[config.mk]
export PLATFORM = sky130hd
export DESIGN_NAME = uart_tx_engine
export DESIGN_NICKNAME = d
export VERILOG_FILES = /design/src/rtl/uart_tx_engine.sv
export SDC_FILE = /design/constraint.sdc
export NUM_CORES = 1
export LEC_CHECK = 0
export CAP_MARGIN = 5
export CORE_AREA = 2 2 51 58
export CTS_BUF_LIST = sky130_fd_sc_hd__clkbuf_4
export CTS_CLUSTER_SIZE = 20
export DETAILED_ROUTE_END_ITERATION = 16
export DIE_AREA = 0 0 53 60
export MAX_ROUTING_LAYER = met4
export PLACE_DENSITY = 0.78
export SLEW_MARGIN = 25
export SYNTH_ARGS = -nofsm -noshare
export SYNTH_HDL_FRONTEND = slang
export SYNTH_SLANG_ARGS = --single-unit
[constraint.sdc]
create_clock -name clk -period 2.2 [get_ports clk]
set_input_delay 0.33 -clock clk [delete_from_list [all_inputs] [get_ports clk]]
set_output_delay 0.33 -clock clk [all_outputs]
set_load 0.005 [all_outputs]
[src/rtl/uart_tx_engine.sv]
// UART transmitter: accepts a word on send/busy handshake and shifts out start, data (LSB first)
// and stop bits on tx_o, with bit timing from an internal cycle counter.
module uart_tx_engine #(
  parameter int unsigned CLKS_PER_BIT = 868,
  parameter int unsigned DATA_BITS    = 8,
  parameter int unsigned STOP_BITS    = 1
) (
  input  logic                 clk,
  input  logic                 reset,
  input  logic [DATA_BITS-1:0] data,
  input  logic                 send,
  output logic                 busy,
  output logic                 done,
  output logic                 tx_o
);

  localparam int unsigned CntW = $clog2(CLKS_PER_BIT);
  localparam int unsigned IdxW = $clog2(DATA_BITS);

  typedef enum logic [1:0] {StIdle, StStart, StData, StStop} state_e;

  state_e               r_state;
  logic [CntW-1:0]      r_cnt;
  logic [IdxW-1:0]      r_bit_idx;
  logic                 r_stop_cnt;
  logic [DATA_BITS-1:0] r_shift;
  logic                 r_busy;
  logic                 r_done;
  logic                 r_tx;

  logic w_bit_end;
  logic w_last_data;
  logic w_last_stop;
  logic w_pre_done;

  assign w_bit_end   = (r_cnt == CntW'(CLKS_PER_BIT - 1));
  assign w_last_data = (r_bit_idx == IdxW'(DATA_BITS - 1));
  assign w_last_stop = (STOP_BITS == 1) || r_stop_cnt;
  // done is registered, so it is armed one cycle before the final stop cycle
  assign w_pre_done  = (r_state == StStop) && w_last_stop &&
                       (r_cnt == CntW'(CLKS_PER_BIT - 2));

  always_ff @(posedge clk or posedge reset) begin
    if (reset) begin
      r_state    <= StIdle;
      r_cnt      <= '0;
      r_bit_idx  <= '0;
      r_stop_cnt <= 1'b0;
      r_shift    <= '0;
      r_busy     <= 1'b0;
      r_done     <= 1'b0;
      r_tx       <= 1'b1;
    end else begin
      r_done <= w_pre_done;
      r_cnt  <= (r_state == StIdle || w_bit_end) ? '0 : r_cnt + CntW'(1);
      case (r_state)
        StIdle: begin
          r_tx <= 1'b1;
          if (send) begin
            r_shift <= data;
            r_busy  <= 1'b1;
            r_tx    <= 1'b0;
            r_state <= StStart;
          end
        end
        StStart: begin
          if (w_bit_end) begin
            r_bit_idx <= '0;
            r_tx      <= r_shift[0];
            r_state   <= StData;
          end
        end
        StData: begin
          if (w_bit_end) begin
            if (w_last_data) begin
              r_stop_cnt <= 1'b0;
              r_tx       <= 1'b1;
              r_state    <= StStop;
            end else begin
              r_shift   <= r_shift >> 1;
              r_tx      <= r_shift[1];
              r_bit_idx <= r_bit_idx + IdxW'(1);
            end
          end
        end
        StStop: begin
          if (w_bit_end) begin
            if (w_last_stop) begin
              r_stop_cnt <= 1'b0;
              r_busy     <= 1'b0;
              r_state    <= StIdle;
            end else begin
              r_stop_cnt <= 1'b1;
            end
          end
        end
        default: r_state <= StIdle;
      endcase
    end
  end

  assign busy = r_busy;
  assign done = r_done;
  assign tx_o = r_tx;

endmodule

==> impl_metrics.py, run 1 <==
metrics = {
    "outcome": {
        "status": "complete, no violations",
    },
    "clock_tree": {
        "worst_skew_pair.late_latency_ns": 0.31,
        "cts_tree": "done",
        "clock-root-buffer": "clkbuf_4",
        "cts_buffer_depth": 2,
        "htreeDepth": 1,
        "cts.clk_slew.worst_paths_ns": 0.13,
        "cts_sinks": 26,
        "numCtsBuffers": 3,
        "cts_resized": 0,
        "ctsHoldBuffers": 0,
        "post_cts_buffers": 0,
    },
    "logic_synthesis": {
        "synth_adder_area_share": 0.0782,
        "yosysMostFrequentCell": "dfrtp_1",
        "ys_ff_latch": 26,
        "synth_compound_area_frac": 0.174,
        "synth_top_family_by_area": "compound AO/OA/AOI/OAI gates",
        "synth_top_cell_area_share": 0.434,
        "yosys.area_share.xor_xnor": 0.0487,
        "ys_warn_count": 0,
        "syn_area_um2": 1440,
        "seq_area_frac_synth": 0.453,
        "synth_area_leader_cell": "dfrtp_1",
        "synthSimpleGateAreaFrac": 0.168,
        "synthFlopType": "dfrtp_1",
        "synth_nets": 161,
        "avgSynthCellArea_um2": 10.2,
        "synthCells": 141,
        "synth_common_cells": "dfrtp_1 (25), nor2_1 (15), inv_1 (10)",
        "synth_area_leaders": "dfrtp_1 (43%), ha_1 (7.8%), nor2_1 (3.9%), xnor2_1 (3.6%), a22o_1 (3.0%)",
        "synthArstFlopShare": 1.00,
        "ys_types": 37,
        "synth_edf_count": 0,
        "synth.area.mux_share": 0.0304,
    },
    "sta": {
        "period_share": 0.904,
        "finClkSkew_ns": 0.00259,
        "tightest_slew_ns": 0.348,
        "min_period_ns": 1.99,
        "relSlewSlack": 0.761,
        "rsz0062_at_grt": "no",
        "fmaxAchievable_mhz": 503,
        "fin_ws_ns": 0.211,
        "final_hold_viol_count": 0,
        "setup_violations": 0,
        "slew_violations": 0,
        "fin_tns_setup_ns": 0,
    },
    "cells_and_area": {
        "drive_gt1_frac": 0.0974,
        "register_area_um2": 652,
        "nets": 175,
        "syn_to_final_growth_pct": 12.5,
        "fill_cells": 228,
        "multiInputGateArea_um2": 718,
        "antenna_cells": 0,
    },
    "route": {
        "vias": 1094,
        "drc_errors": 0,
        "drt_iter0_markers": 37,
        "drt_pass1_iterations": 4,
        "routed_wl_mm": 2.77,
        "route.antenna.remaining_nets": 0,
        "vias_per_cell": 5.85,
        "route.detailed.wl_per_inst_um": 14.8,
    },
    "global_routing": {
        "gr-total-overflow": 0,
        "antenna_found_initial": 0,
        "grt_max_degree": 20,
        "grt_usage": 0.204,
        "grt_pass1_vias": 1033,
        "grt_pass1_wl_mm": 4.60,
    },
    "power": {
        "total_power_uw": 711,
        "p_leak_uw": 0.000710,
        "irDropWorstVdd_mv": 0.426,
        "powerDensity_nw_per_um2": 439,
    },
    "worst_setup_path": {
        "crit_fanout": 8,
        "arrival_ns": 2.22,
        "reg2reg_to": "r_shift[5]$_DFFE_PP0P_",
        "ff2ff_setup_slack_ns": 0.21,
        "cp-start-kind": "flip-flop",
        "r2r-start": "r_state[0]$_DFFE_PP0P_",
        "end_kind": "flip-flop",
        "ff2ff_path_depth": 6,
        "cp.required_ns": 2.43,
        "worst-setup-path-type": "flip-flop to flip-flop",
    },
    "floorplanning": {
        "fp.dieH_um": 60,
        "start_util": 0.548,
        "io_pins": 14,
        "die_area_um2": 3180,
        "rows": 20,
        "core_region_area_um2": 2630,
        "fp.dieW_um": 53,
    },
    "place": {
        "place_ws_ns": 0.262,
        "post-dp-hpwl_mm": 2.09,
        "gp_congestion": 0.875,
        "io_buffers": 13,
    },
    "job": {
        "cap_violations": 0,
    },
    "min_path": {
        "hp-class": "input port to asynchronous set/reset pin",
    },
}
## critical path, cell delays in order (launching register included)
cell and delay (ns):
dfrtp_1 0.43, inv_1 0.12, ha_1 0.29, mux2_2 0.45, nand2b_1 0.24, o22ai_1 0.12
a311oi_1 0.26
## where the power goes
| group | switching (uW) | internal (uW) | leakage [uW] |
|---|---|---|---|
| sequential | 0 | 478 | 0.000335 |
| combinational | 13.7 | 18.1 | 0.000360 |
| clock | 135 | 66.4 | 0.0000154 |
| total | 148 | 562 | 0.000710 |
## cell type report
cell class,instances,share of cell area
timing repair buffer,15,0.0896
sequential,26,0.402
multi-input combinational,99,0.443
clock inverter,1,0.00232
clock buffer,3,0.0139
tap,33,0.0255
inverter,10,0.0232
## sequential cells by signal, summed over array words and instances (netlist names)
register	count
done	1
tx_o	1
r_shift	8
busy	1
r_bit_idx	3
r_cnt	10
r_state	2
## cells in the final DEF, fill, tap and decap left out, types with 2 or more instances in the layout
cell | netlist | layout
clkbuf_4 | 0 | 3
nand2_1 | 6 | 6
a21oi_1 | 7 | 7
nand4_1 | 2 | 2
xor2_1 | 2 | 2
ha_1 | 9 | 9
o32ai_1 | 5 | 5
buf_4 | 0 | 2
dfrtp_1 | 25 | 25
xnor2_1 | 6 | 6
nand3_1 | 4 | 4
o22ai_1 | 7 | 7
a22o_1 | 5 | 5
inv_1 | 10 | 10
nor2_1 | 15 | 15
nor3_1 | 2 | 2
and4_2 | 2 | 2
clkdlybuf4s50_1 | 0 | 13
o21ai_0 | 6 | 6
mux2_2 | 3 | 3
nor2b_1 | 2 | 2
a31oi_1 | 2 | 2
## layer usage
metal	global-route usage	vias up	part of all wire
li1	-	539	-
met2	0.339	22	0.49
met4	0.0879	0	0.016
met3	0.0225	6	0.025
met1	0.251	527	0.47
met5	-	-	0
## through the flow
step           utilization  hold slack, ns  cells  cell area [um^2]
2_1_floorplan            -           0.369    141              1440
3_3_place_gp         0.607           0.491    183              1590
3_5_place_dp         0.607           0.511    183              1590
4_1_cts              0.617           0.274    187              1620
5_1_grt              0.617           0.310    187              1620
6_report             0.617           0.268    187              1620
## worst max-delay path by stage
stage	from	endpoint	slack, ns	depth (start not counted)
floorplan	r_state[0]$_DFFE_PP0P_	r_shift[5]$_DFFE_PP0P_	0.36	7
CTS	r_state[0]$_DFFE_PP0P_	r_shift[5]$_DFFE_PP0P_	0.20	6
finish	r_state[0]$_DFFE_PP0P_	r_shift[5]$_DFFE_PP0P_	0.21	6
global route	r_state[0]$_DFFE_PP0P_	r_shift[5]$_DFFE_PP0P_	0.10	6
global placement	r_state[0]$_DFFE_PP0P_	r_shift[5]$_DFFE_PP0P_	0.34	6
detailed placement	r_state[0]$_DFFE_PP0P_	r_shift[5]$_DFFE_PP0P_	0.26	6
## kinds of logic after synthesis
kind of cell | Yosys count
fa+ha+maj | 9
xor+xnor | 8
buf+inv | 16
simple gates | 42
mux | 4
compound gates | 36
flops | 26
No activity file was read; power rests on OpenSTA's default activity.
==> run 2, diff against run 1 <==
Settings changed: CAP_MARGIN 5 to unset.
==> results of run 2 <==
Same layout as run 1: the final DEF is identical, and so are final timing and power.
